<file path="src/rtl/morse_pkg.sv">
// Shared definitions for the Morse transmit scheduler: letter codes, the
// S..Z pattern table, the default pattern width and the FSM state encoding.
// The GAP state exists only when MORSE_SCHED_LETTER_GAP_EN is defined.
package morse_pkg;

  localparam int unsigned PATTERN_W_DEF = 16;
  localparam int unsigned PAT_LEN       = 16;
  localparam int unsigned GAP_TICKS     = 3;

  // Letter codes as presented on letter0/letter1
  localparam logic [2:0] LETTER_S = 3'd0;
  localparam logic [2:0] LETTER_T = 3'd1;
  localparam logic [2:0] LETTER_U = 3'd2;
  localparam logic [2:0] LETTER_V = 3'd3;
  localparam logic [2:0] LETTER_W = 3'd4;
  localparam logic [2:0] LETTER_X = 3'd5;
  localparam logic [2:0] LETTER_Y = 3'd6;
  localparam logic [2:0] LETTER_Z = 3'd7;

  // On/off keying patterns, MSB transmitted first
  localparam logic [PAT_LEN-1:0] PAT_S = 16'b1010100000000000;
  localparam logic [PAT_LEN-1:0] PAT_T = 16'b1110000000000000;
  localparam logic [PAT_LEN-1:0] PAT_U = 16'b1010111000000000;
  localparam logic [PAT_LEN-1:0] PAT_V = 16'b1010101110000000;
  localparam logic [PAT_LEN-1:0] PAT_W = 16'b1011101110000000;
  localparam logic [PAT_LEN-1:0] PAT_X = 16'b1110101011100000;
  localparam logic [PAT_LEN-1:0] PAT_Y = 16'b1110101110111000;
  localparam logic [PAT_LEN-1:0] PAT_Z = 16'b1110111010100000;

  typedef enum logic [1:0] {
    IDLE  = 2'd0,
`ifdef MORSE_SCHED_LETTER_GAP_EN
    GAP   = 2'd2,
`endif
    SHIFT = 2'd1
  } state_t;

  function automatic logic [PAT_LEN-1:0] morse_pattern(input logic [2:0] letter);
    logic [PAT_LEN-1:0] pat;
    case (letter)
      LETTER_S: pat = PAT_S;
      LETTER_T: pat = PAT_T;
      LETTER_U: pat = PAT_U;
      LETTER_V: pat = PAT_V;
      LETTER_W: pat = PAT_W;
      LETTER_X: pat = PAT_X;
      LETTER_Y: pat = PAT_Y;
      LETTER_Z: pat = PAT_Z;
      default:  pat = '0;
    endcase
    return pat;
  endfunction

endpackage

</file>
<file path="src/rtl/morse_tick_gen.sv">
// Symbol-period prescaler: while enabled, emits a one-cycle tick every
// TICK_DIV cycles. The count is held at zero whenever disabled, so the first
// tick after enabling arrives exactly TICK_DIV cycles later.
module morse_tick_gen #(
  parameter int unsigned TICK_DIV = 25000000
) (
  input  logic clock,
  input  logic reset,
  input  logic enable,
  output logic tick
);

  localparam int unsigned CNT_W = $clog2(TICK_DIV);
  localparam logic [CNT_W-1:0] CNT_LAST = CNT_W'(TICK_DIV - 1);

  logic [CNT_W-1:0] cnt_r;

  // Cycle counter: wraps at TICK_DIV-1, cleared while idle
  always_ff @(posedge clock or posedge reset) begin
    if (reset) begin
      cnt_r <= '0;
    end else if (!enable) begin
      cnt_r <= '0;
    end else if (cnt_r == CNT_LAST) begin
      cnt_r <= '0;
    end else begin
      cnt_r <= cnt_r + CNT_W'(1);
    end
  end

  assign tick = enable && (cnt_r == CNT_LAST);

endmodule

</file>
<file path="src/rtl/morse_tx_scheduler.sv">
// Two-requester Morse letter transmitter. A round-robin arbiter grants one
// requester from IDLE, its letter pattern is shifted out MSB first, one bit
// per TICK_DIV cycles, and done pulses on return to IDLE.
// Optional feature: define MORSE_SCHED_LETTER_GAP_EN to add a 3-tick silent
// GAP state after each letter.
module morse_tx_scheduler
  import morse_pkg::*;
#(
  parameter int unsigned TICK_DIV  = 25000000,
  parameter int unsigned PATTERN_W = PATTERN_W_DEF
) (
  input  logic       clock,
  input  logic       reset,
  input  logic [1:0] req,
  input  logic [2:0] letter0,
  input  logic [2:0] letter1,
  output logic [1:0] grant,
  output logic       owner,
  output logic       busy,
  output logic       done,
  output logic       morse_code
);

`ifdef MORSE_SCHED_LETTER_GAP_EN
  localparam int unsigned BIT_MAX = (PATTERN_W > GAP_TICKS) ? PATTERN_W : GAP_TICKS;
`else
  localparam int unsigned BIT_MAX = PATTERN_W;
`endif
  localparam int unsigned BIT_W = $clog2(BIT_MAX + 1);
  localparam logic [BIT_W-1:0] LAST_BIT = BIT_W'(PATTERN_W - 1);
`ifdef MORSE_SCHED_LETTER_GAP_EN
  localparam logic [BIT_W-1:0] LAST_GAP = BIT_W'(GAP_TICKS - 1);
`endif

  state_t               state_r;
  logic [PATTERN_W-1:0] shift_r;
  logic [BIT_W-1:0]     bit_r;
  logic [1:0]           grant_r;
  logic                 owner_r;
  logic                 last_r;
  logic                 busy_r;
  logic                 done_r;
  logic                 morse_r;

  logic                 tick_s;
  logic                 win_s;
  logic [2:0]           letter_s;
  logic [PAT_LEN-1:0]   pat_s;
  logic [PATTERN_W-1:0] load_s;
  logic [PATTERN_W-1:0] next_shift_s;

  morse_tick_gen #(
    .TICK_DIV(TICK_DIV)
  ) u_tick (
    .clock (clock),
    .reset (reset),
    .enable(busy_r),
    .tick  (tick_s)
  );

  // Round-robin winner: a lone request wins, a tie goes to the one not served last
  always_comb begin
    win_s = 1'b0;
    case (req)
      2'b01:   win_s = 1'b0;
      2'b10:   win_s = 1'b1;
      2'b11:   win_s = ~last_r;
      default: win_s = 1'b0;
    endcase
  end

  // Letter of the winning requester, MSB-aligned into the shift register width
  always_comb begin
    if (win_s) begin
      letter_s = letter1;
    end else begin
      letter_s = letter0;
    end
    pat_s        = morse_pattern(letter_s);
    load_s       = PATTERN_W'({pat_s, {PATTERN_W{1'b0}}} >> PAT_LEN);
    next_shift_s = shift_r << 1;
  end

  // Scheduler FSM with registered outputs
  always_ff @(posedge clock or posedge reset) begin
    if (reset) begin
      state_r <= IDLE;
      shift_r <= '0;
      bit_r   <= '0;
      grant_r <= 2'b00;
      owner_r <= 1'b0;
      last_r  <= 1'b1;
      busy_r  <= 1'b0;
      done_r  <= 1'b0;
      morse_r <= 1'b0;
    end else begin
      grant_r <= 2'b00;
      done_r  <= 1'b0;
      case (state_r)
        IDLE: begin
          morse_r <= 1'b0;
          if (req != 2'b00) begin
            state_r <= SHIFT;
            grant_r <= win_s ? 2'b10 : 2'b01;
            owner_r <= win_s;
            last_r  <= win_s;
            busy_r  <= 1'b1;
            shift_r <= load_s;
            morse_r <= load_s[PATTERN_W-1];
            bit_r   <= '0;
          end
        end
        SHIFT: begin
          if (tick_s) begin
            shift_r <= next_shift_s;
            if (bit_r == LAST_BIT) begin
              bit_r   <= '0;
              morse_r <= 1'b0;
`ifdef MORSE_SCHED_LETTER_GAP_EN
              state_r <= GAP;
`else
              state_r <= IDLE;
              busy_r  <= 1'b0;
              done_r  <= 1'b1;
`endif
            end else begin
              bit_r   <= bit_r + BIT_W'(1);
              morse_r <= next_shift_s[PATTERN_W-1];
            end
          end
        end
`ifdef MORSE_SCHED_LETTER_GAP_EN
        GAP: begin
          morse_r <= 1'b0;
          if (tick_s) begin
            if (bit_r == LAST_GAP) begin
              state_r <= IDLE;
              busy_r  <= 1'b0;
              done_r  <= 1'b1;
              bit_r   <= '0;
            end else begin
              bit_r <= bit_r + BIT_W'(1);
            end
          end
        end
`endif
        default: begin
          state_r <= IDLE;
          busy_r  <= 1'b0;
          morse_r <= 1'b0;
          bit_r   <= '0;
        end
      endcase
    end
  end

  assign grant      = grant_r;
  assign owner      = owner_r;
  assign busy       = busy_r;
  assign done       = done_r;
  assign morse_code = morse_r;

endmodule

</file>
<file path="config.mk">
export PLATFORM = sky130hd
export DESIGN_NAME = morse_tx_scheduler
export DESIGN_NICKNAME = d
export VERILOG_FILES = /design/src/rtl/morse_pkg.sv /design/src/rtl/morse_tick_gen.sv /design/src/rtl/morse_tx_scheduler.sv
export SDC_FILE = /design/constraint.sdc
export NUM_CORES = 1
export LEC_CHECK = 0
export CORE_MARGIN = 4
export CORE_UTILIZATION = 55
export CTS_CLUSTER_DIAMETER = 50
export DETAILED_ROUTE_END_ITERATION = 10
export PLACE_DENSITY = 0.77
export SKIP_CTS_REPAIR_TIMING = 1
export SLEW_MARGIN = 20
export SYNTH_ARGS = -nofsm -noshare
export SYNTH_HDL_FRONTEND = slang
export SYNTH_SLANG_ARGS = --single-unit
</file>
<file path="constraint.sdc">
create_clock -name clock -period 2.99 [get_ports clock]
set_input_delay 0.7475 -clock clock [delete_from_list [all_inputs] [get_ports clock]]
set_output_delay 0.7475 -clock clock [all_outputs]
set_load 0.01 [all_outputs]
</file>
==> summary.txt, run 1 <==
Min path
  • Worst min path class: reg2reg

Drt
  • Vias per cell: approximately 6
  • TritonRoute pass-1 iters: 5
  • Wire per inst: around 16 um
  • ANT nets after route: 0
  • Wirelength, routed: 5605 um
  • DR DRC count: 0
  • Starting DRC count in detailed routing: 165
  • Total number of vias: 2157

Yosys
  • Ys Warns: 0
  • Flops & latches, synth: approximately 50
  • Post-synth EDFFs: 0
  • Synth cell types: 61
  • Primary FF master, synth: dfrtp_1
  • Mapped Nets: roughly 280
  • Seq/Total Area, Yosys: 0.4571
  • Synth Cell Area: 0.002685 mm^2
  • Synth Instances: 270
  • Ys async rst share: 1.000
  • Mean Syn Cell Area: slightly below 10 um^2

STA
  • RSZ-0062 raised after global routing: false
  • Final hold violations: 0
  • Max Transition Viols Final: 0
  • Setup_tns: 0 ns
  • Worst-Margin Slew: between 0.6 and 0.7 ns
  • Final critical-path share of the clock period: 0.7946
  • Final Setup Violations: 0
  • Post-Route Skew: roughly 0.012 ns
  • Min Tclk post-route: ~2.4 ns
  • Worst rel slew slack: 0.5997
  • Fmax: about 420 MHz

GRT
  • Total track usage: 0.2010
  • Total congestion overflow: 0
  • Vias in the first global route: between 2000 and 2500
  • Initial antenna violation count: 0
  • Pin count of the biggest net entering global routing: 50
  • Wire length of the first global-routing pass: just under 10000 um

Setup path
  • Worst-path fanout max: 10
  • Worst Setup End Kind: output pin
  • Worst Path Buf+Inv: 2
  • Crit-path slowest cell: clkdlybuf4s50_1
  • Crit Path Category: reg2out
  • Crit-path leading delay family: buffers and inverters
  • Req. time, crit path: around 2.2 ns
  • Worst stage delay on the critical path: approximately 0.56 ns
  • Critical Path Source Type: flip-flop
  • CP arrival: around 1.6 ns
  • CP cell instances: buf_4, clkdlybuf4s50_1

Clock tree
  • CTS Buf Count: 5
  • CTS Buffer Depth: 2
  • CTS tree: done
  • CTS Sinks: between 40 and 50
  • Worst-path clk slew: 0.09 ns
  • CTS Root Cell: clkbuf_8
  • Clock latency on the worst-skew pair: 0.31 ns
  • H-tree levels: 2

Floorplanning
  • Initial Utilization: 0.5685
  • Number of cell rows: 25
  • DIE WIDTH: 77.87 um
  • Core area: ~0.0047 mm^2
  • Die area: about 0.0061 mm^2
  • Die span in y: ~78 um
  • I/O pins: 16

Pwr
  • Leak Pwr: roughly 1.2 nW
  • Total Power: 0.001586 W
  • VDD IR max: approximately 340 uV
  • Power per cell area: around 520 mW/mm^2

Outcome
  • Status: finished, final reports clean

Cells and area
  • Non-filler cells, final: between 300 and 400
  • Layout Nets: ~300
  • Area grow syn2layout: 13.09%
  • Share of cells above drive strength 1: 0.1119
  • Diodes inserted: 0

Placement
  • PortBufs: 15
  • GP Congestion: 0.9289
  • HPWL Detailed: about 3900 um
  • Post-Place Cells: 345

Flow run
  • Max Cap Viol: 0
-- report_power, final --
| part | total (W) | switching, W | internal, W |
|---|---|---|---|
| Combinational | 0.000208 | 0.000109 | 0.0000998 |
| Clock | 0.000563 | 0.000226 | 0.000337 |
| Sequential | 0.000814 | 0.0000840 | 0.000730 |
| Total | 0.00159 | 0.000419 | 0.00117 |
-- cells in the mapped netlist, types with 6 or more instances --
cell / count / share of area
nand3_1: 12 / 0.022
dfrtp_1: 48 / 0.45
o31ai_1: 7 / 0.020
clkbuf_1: 7 / 0.0098
nor2_1: 26 / 0.036
inv_1: 10 / 0.014
a21oi_1: 10 / 0.019
or4_1: 7 / 0.020
xnor2_1: 13 / 0.042
o21ai_0: 6 / 0.011
or3_1: 7 / 0.016
a21o_1: 6 / 0.017
nand4_1: 8 / 0.019
nor4_1: 6 / 0.014
nand2b_1: 6 / 0.014
nand2_1: 13 / 0.018
nor3_1: 9 / 0.017
-- per-layer routing --
layer | track usage | share of wire | up-vias
met5 | 0 | 0 | -
met1 | 0.2871 | 0.47 | 1058
met4 | 0.04982 | 0.0064 | 0
li1 | - | - | 1037
met2 | 0.3151 | 0.48 | 58
met3 | 0.03828 | 0.043 | 4
-- final timing paths --
check	startpoint	slack, ns	cells past startpoint	endpoint
setup reg to reg	u_tick.cnt_r[0]	0.64	5	shift_r[12]
max in group asynchronous	reset	1.66	3	u_tick.cnt_r[4]
hold reg to reg	owner	0.48	1	owner
setup / recovery	state_r[0]	0.61	2	busy
min in group asynchronous	reset	0.91	3	u_tick.cnt_r[19]
hold / removal	owner	0.48	1	owner
-- layout by cell type, fill, tap and decap left out, types with 2 or more instances in the layout --
cell,netlist,routed
nor3b_1,4,4
inv_1,10,9
o21ai_0,6,6
and4_1,3,3
xnor2_1,13,13
nand4_1,8,8
or2_2,2,2
clkbuf_8,0,5
dfrtp_1,48,48
nand2_1,13,13
o211ai_1,2,2
ha_1,2,2
o221a_2,4,4
and2_1,2,2
xor2_1,2,2
a21oi_1,10,10
o31ai_1,7,7
nor2b_1,2,2
or3_1,7,7
nand3_1,12,12
nor3_1,9,9
a211o_1,2,2
a31oi_1,2,2
or4_1,7,7
clkdlybuf4s50_1,0,15
a311o_1,2,2
nor4_1,6,6
mux2_1,2,2
a211oi_1,2,2
buf_4,2,7
o211a_1,2,2
nor4b_1,2,2
nor2_1,26,26
nand2b_1,6,6
a21o_1,6,6
bufinv_16,0,2
-- stage by stage --
stage	utilization	hold WS, ns	setup slack [ns]	instance area, um^2
finish	0.6429	0.4822	0.6142	3037
global route	0.6429	0.5294	0.5173	3037
CTS	0.6429	0.4880	0.6005	3037
detailed placement	0.6138	0.4670	0.4903	2899
global placement	0.6138	0.4597	0.5262	2899
floorplan	-	0.4507	0.9249	2685
-- state kept, by name, indices dropped and copies added (netlist names), 2 cells and up --
register,cells
bit_r,5
shift_r,12
grant,2
u_tick.cnt_r,25
-- kinds of logic (layout without fill, tap and decap cells) --
kind of cell / after synthesis / in the layout / share of synthesized area
compound gates: 58 / 58 / 0.1692
xor+xnor: 15 / 15 / 0.04893
fa+ha+maj: 2 / 2 / 0.009318
buf+inv: 24 / 40 / 0.04101
flops: 49 / 49 / 0.4571
mux: 3 / 3 / 0.01212
simple gates: 119 / 119 / 0.2624
-- cell type report --
cell class	count	area (um^2)
clock buffer	5	68.82
clock inverter	3	68.82
fill	387	1687
inverter	10	37.54
multi-input combinational	197	1348
sequential	49	1227
tap	67	83.83
timing repair buffer	22	202.7
(Power assumes the default switching activity.)
==> inputs of run 2 (changes only) <==
--- a/config.mk
+++ b/config.mk
@@ -6,7 +6,7 @@
 export NUM_CORES = 1
 export LEC_CHECK = 0
 export CORE_MARGIN = 4
-export CORE_UTILIZATION = 55
+export CORE_UTILIZATION = 53
 export CTS_CLUSTER_DIAMETER = 50
 export DETAILED_ROUTE_END_ITERATION = 10
 export PLACE_DENSITY = 0.77
==> constraint.sdc (replaced) <==
create_clock -name clock -period 2.02 [get_ports clock]
set_input_delay 0.505 -clock clock [delete_from_list [all_inputs] [get_ports clock]]
set_output_delay 0.505 -clock clock [all_outputs]
set_load 0.01 [all_outputs]
==> run 2 against run 1 <==
Cell count rose by 11%. Combinational power rose by 110%. Global-route usage rose by 1.2 points. The run now ends with negative setup slack left. Wire length rose by 12%. Register-to-register slack got worse by 0.64 ns. Via count rose by 6.2%. Die area rose by 3.4%. Critical path depth rose by 3. Sequential share of layout area fell by 4.8 points. Flip-flop and latch count did not move. Hold slack improved by 0.0042 ns.
==> summary.txt, run 2 (synthesis gave the netlist of run 1 again) <==
Pwr
  • VDD IR max: between 500 and 600 uV
  • Leak Pwr: 1.444 nW
  • Power per cell area: approximately 690 mW/mm^2

Setup path
  • Worst-path fanout max: 9
  • Critical Path Source Type: flip-flop
  • RR Startpoint: u_tick.cnt_r[9]
  • Req. time, crit path: 2.21 ns
  • CP arrival: around 2.2 ns
  • Crit path launch: u_tick.cnt_r[9]
  • Crit Path Category: reg2reg
  • Worst Setup End Kind: flip-flop

Drt
  • Met2 WL: about 3200 um
  • Total number of vias: 2290
  • DR DRC count: 0
  • Vias per cell: between 5 and 6
  • TritonRoute pass-1 iters: 4
  • Wire per inst: approximately 16 um
  • Starting DRC count in detailed routing: ~170
  • Met3 wire length: roughly 190 um
  • Wirelength, routed: 6296 um
  • Met1 WL: between 2000 and 3000 um
  • DR top layer: met4
  • ANT nets after route: 0

Floorplanning
  • Core area: 0.004817 mm^2
  • DIE WIDTH: 79.18 um
  • I/O pins: 16
  • Die area: 0.006269 mm^2
  • Die span in y: between 70 and 80 um
  • Number of cell rows: 25
  • Initial Utilization: 0.5574

GRT
  • Vias in the first global route: about 2300
  • Pin count of the biggest net entering global routing: 24
  • Total congestion overflow: 0
  • Initial antenna violation count: 0
  • Total track usage: 0.2131
  • Wire length of the first global-routing pass: between 10000 and 15000 um

Cells and area
  • Diodes inserted: 0
  • Top flop regs: u_tick.cnt_r (25), shift_r (12), bit_r (5)
  • Layout Nets: 335
  • Multi-input logic area: roughly 0.0014 mm^2
  • Non-filler cells, final: between 300 and 400
  • Commonest non-fill, non-tap cell in the layout: dfrtp_1
  • Seq. cell area: between 0.001 and 0.0015 mm^2
  • Area grow syn2layout: 28.38%
  • Most frequent cells in the layout: dfrtp_1 (47), buf_4 (39), nor2_1 (25)
  • Fillers: 350
  • Max reg flops: 25
  • Reg with most FFs: u_tick.cnt_r
  • Share of cells above drive strength 1: 0.2562

Clock tree
  • CTS Buffer Depth: 2
  • CTS tree: done
  • Clock latency on the worst-skew pair: just over 0.3 ns
  • CTS Root Cell: clkbuf_8
  • Worst-path clk slew: roughly 0.1 ns
  • H-tree levels: 2
  • CTS Sinks: slightly below 50
  • CTS Buf Count: 5

STA
  • Final Setup Violations: 2
  • RSZ-0062 raised after global routing: true
  • Final hold violations: 0
  • Final critical-path share of the clock period: 1.002
  • Worst rel slew slack: 0.6931
  • Post-Route Skew: just over 0.01 ns
  • Post-route setup slack: -0.004422 ns
  • Max Transition Viols Final: 0
  • Fmax: a little under 500 MHz
  • WHS: 0.4864 ns
  • Min Tclk post-route: around 2.0 ns
  • Worst-Margin Slew: roughly 0.46 ns

Placement
  • PortBufs: 15
  • Worst slack, placed: -0.1539 ns
  • HPWL Detailed: around 4500 um
  • GP Congestion: between 0.8 and 0.9
  • Post-Place Cells: 381

Flow run
  • Max Cap Viol: 0

Outcome
  • Failing checks: negative setup slack
  • Status: finished, violations left

Min path
  • Critical hold path startpoint: bit_r[4]
  • Worst min path class: reg2reg
==> run 2: worst paths after layout <==
kind                                    to  slack [ns]  depth (start not counted)
setup / recovery               shift_r[14]      -0.004                          5
max in group asynchronous  u_tick.cnt_r[6]        1.03                          3
setup reg to reg               shift_r[14]      -0.004                          5
hold reg to reg                       done        0.49                          1
min in group asynchronous      shift_r[10]        0.50                          2
hold / removal                        done        0.49                          1
==> run 2: routing by layer <==
layer	track usage	up-vias
met2	0.3493	42
met5	0	-
met3	0.03401	8
li1	-	1114
met1	0.2802	1126
met4	0.08935	0
==> run 2: power breakdown <==
| group | switching [W] | internal [W] | total [W] |
|---|---|---|---|
| clock network | 0.000352 | 0.000378 | 0.000730 |
| logic | 0.000213 | 0.000222 | 0.000435 |
| registers | 0.000127 | 0.00108 | 0.00121 |
==> run 2: area by class of cell <==
cell class	count	share of cell area
clock inverters	3	0.01379
repair buffers	60	0.1568
well taps	67	0.02432
multi-input cells	197	0.4178
inverters	10	0.01089
clock buffers	5	0.01996
flip-flops and latches	49	0.3564
==> run 2: worst max-delay path: stages (launching register included) <==
cell and delay, ns:
dfrtp_1 0.40, or4b_4 0.58, nand4bb_4 0.23, buf_8 0.17, o21a_2 0.25, a221o_1 0.29
==> run 2: per-stage QoR <==
step                area (um^2)  total power, W  setup TNS [ns]    util
global placement           3223        0.001609         -0.4038  0.6691
global route               3447        0.002485         -0.3399  0.7156
finish                     3447        0.002375       -0.006226  0.7156
CTS                        3339        0.002363         -0.2079  0.6932
detailed placement         3223        0.001627         -0.7052  0.6691
floorplan                  2708        0.001432        -0.02028       -
==> inputs of run 3 (changes only) <==
--- a/config.mk
+++ b/config.mk
@@ -6,10 +6,10 @@
 export NUM_CORES = 1
 export LEC_CHECK = 0
 export CORE_MARGIN = 4
-export CORE_UTILIZATION = 53
+export CORE_UTILIZATION = 35
 export CTS_CLUSTER_DIAMETER = 50
 export DETAILED_ROUTE_END_ITERATION = 10
-export PLACE_DENSITY = 0.77
+export PLACE_DENSITY = 0.54
 export SKIP_CTS_REPAIR_TIMING = 1
 export SLEW_MARGIN = 20
 export SYNTH_ARGS = -nofsm -noshare
==> constraint.sdc (replaced) <==
create_clock -name clock -period 2.2 [get_ports clock]
set_input_delay 0.55 -clock clock [delete_from_list [all_inputs] [get_ports clock]]
set_output_delay 0.55 -clock clock [all_outputs]
set_load 0.01 [all_outputs]
==> run 3 against run 2 <==
The run now ends clean. Via count shrank 5.8%. Clock-buffer cell count grew 1. Wire length shrank 2.3%. Sequential power shrank 9%. Total power shrank 11%. Register-to-register slack gained 0.11 ns. Setup slack gained 0.11 ns. Critical path depth is the same. Clock power shrank 5.3%. Global-route usage shrank 7.0 points. Clock skew is essentially flat. Sequential share of layout area grew 2.2 points. Critical path type unchanged. Largest power group unchanged.
==> summary.txt, run 3 (synthesis gave the netlist of run 1 again) <==
Cells and area
  • Diodes inserted: 0
  • Commonest non-fill, non-tap cell in the layout: dfrtp_1
  • Area grow syn2layout: 20.88%
  • Most frequent cells in the layout: dfrtp_1 (48), buf_4 (29), nor2_1 (26)
  • Layout Nets: 319
  • Share of cells above drive strength 1: 0.1883
  • Reg with most FFs: u_tick.cnt_r
  • Max reg flops: 25
  • Fillers: 740
  • Top flop regs: u_tick.cnt_r (25), shift_r (12), bit_r (5)

GRT
  • GR Layer Usage met3: 0.02841
  • Pin count of the biggest net entering global routing: 26
  • Initial antenna violation count: 0
  • GRT busiest layer: met2
  • Total track usage: 0.1430
  • Total congestion overflow: 0
  • Vias in the first global route: between 2000 and 2500
  • Met1 usage: 0.1953
  • Wire length of the first global-routing pass: ~10000 um
  • GR Layer Usage met2: 0.2264

Clock tree
  • CTS Buffer Depth: 2
  • CTS Root Cell: clkbuf_8
  • H-tree levels: 2
  • CTS Sinks: 49
  • Worst-path clk slew: about 0.10 ns
  • CTS tree: done
  • CTS Buf Count: 5
  • Clock latency on the worst-skew pair: ~0.31 ns

STA
  • Final Setup Violations: 0
  • Post-Route Skew: ~0.0099 ns
  • Worst rel slew slack: 0.6926
  • Worst-Margin Slew: 0.4599 ns
  • RSZ-0062 raised after global routing: false
  • Post-route setup slack: ~0.1 ns
  • Final critical-path share of the clock period: 0.9532
  • Final hold violations: 0
  • Fmax: around 480 MHz
  • Max Transition Viols Final: 0
  • Min Tclk post-route: around 2.1 ns
  • WHS: approximately 0.5 ns

Pwr
  • Leak Pwr: 1.339 nW
  • Power per cell area: about 650 mW/mm^2
  • Total Power: between 0.002 and 0.0025 W
  • VDD IR max: 277.3 uV

Placement
  • PortBufs: 15
  • GP Congestion: 0.8316
  • Worst slack, placed: -0.004895 ns
  • HPWL Detailed: around 4500 um

Min path
  • Hold path cells: 1
  • Worst min path class: reg2reg
  • WHS Endpoint: owner
  • Critical hold path startpoint: owner

Drt
  • Wirelength, routed: between 6000 and 7000 um
  • Wire per inst: around 15 um
  • Vias per cell: approximately 5.3
  • Total number of vias: between 2000 and 2500
  • TritonRoute pass-1 iters: 4
  • DR DRC count: 0
  • ANT nets after route: 0
  • Starting DRC count in detailed routing: 96

Setup path
  • Crit Path Category: reg2reg
  • Worst path depth: 5
  • Crit path launch: u_tick.cnt_r[9]
  • CP arrival: ~2.3 ns
  • Crit-path leading delay family: simple AND/OR/NAND/NOR gates
  • CP cell instances: or4b_4, nand4bb_1, buf_4, o21ai_4, mux2_1
  • Worst stage delay on the critical path: 0.56 ns
  • Crit-path slowest cell: or4b_4
  • Worst-path fanout max: 11
  • R2r worst-path depth: 5
  • R2R Setup Slk: 0.10 ns
  • RR Startpoint: u_tick.cnt_r[9]
  • Critical Path Source Type: flip-flop
  • Reg2reg end: shift_r[12]
  • Worst Setup End Kind: flip-flop
  • Worst Path Buf+Inv: 1
  • Req. time, crit path: between 2 and 2.5 ns

Floorplanning
  • Die area: slightly above 0.009 mm^2
  • Core area: roughly 0.0074 mm^2
  • Number of cell rows: 31
  • DIE WIDTH: around 96 um
  • Initial Utilization: 0.3643
  • I/O pins: 16
  • Die span in y: around 96 um

Flow run
  • Max Cap Viol: 0

Outcome
  • Status: finished, final reports clean
## run 3: cell count changes in the layout (fill, tap and decap cells not counted), moves of 2 or more
cell | previous run | this run
buf_6 | 2 | 0
nor4_1 | 4 | 6
buf_12 | 3 | 0
nor4_2 | 2 | 0
o221a_2 | 2 | 4
o221a_4 | 2 | 0
inv_6 | 2 | 0
buf_4 | 39 | 29
## run 3: worst reg2reg max path, stage by stage, from the launching register on
cell	delay, ns
dfrtp_1	0.40
or4b_4	0.56
nand4bb_1	0.20
buf_4	0.20
o21ai_4	0.26
mux2_1	0.35
## run 3: metal layers
layer  routed length [um]  part of all wire
met4                  121             0.020
met5                    0                 0
met2                 2833              0.46
met3                  115             0.019
met1                 3081              0.50
## run 3: how the worst max path moves through the flow
stage	to	slack, ns
after floorplan	shift_r[11]	0.13
after global placement	shift_r[3]	0.03
after detailed placement	shift_r[3]	-0.005
after CTS	shift_r[12]	0.05
after global routing	shift_r[12]	0.03
final	shift_r[12]	0.10
## run 3: through the flow
step	util	instance area, um^2	std cells	setup TNS, ns
6_report	0.4404	3246	407	0
5_1_grt	0.4404	3246	407	0
4_1_cts	0.4375	3224	407	0
3_5_place_dp	0.4212	3104	399	-0.004895
3_3_place_gp	0.4212	3104	399	0
2_1_floorplan	-	2685	270	0
## run 3: area by class of cell
cell class	count	area, um^2	share of cell area
multi-input cells	197	1369	0.4217
repair buffers	44	367.9	0.1133
clock buffers	6	82.58	0.02544
inverters	10	37.54	0.01157
flip-flops and latches	49	1227	0.3782
clock inverters	2	37.54	0.01157
well taps	99	123.9	0.03817
## run 3: report_power, final
group	internal, W	switching [W]
sequential	0.000993	0.000107
clock	0.000370	0.000321
combinational	0.000171	0.000163
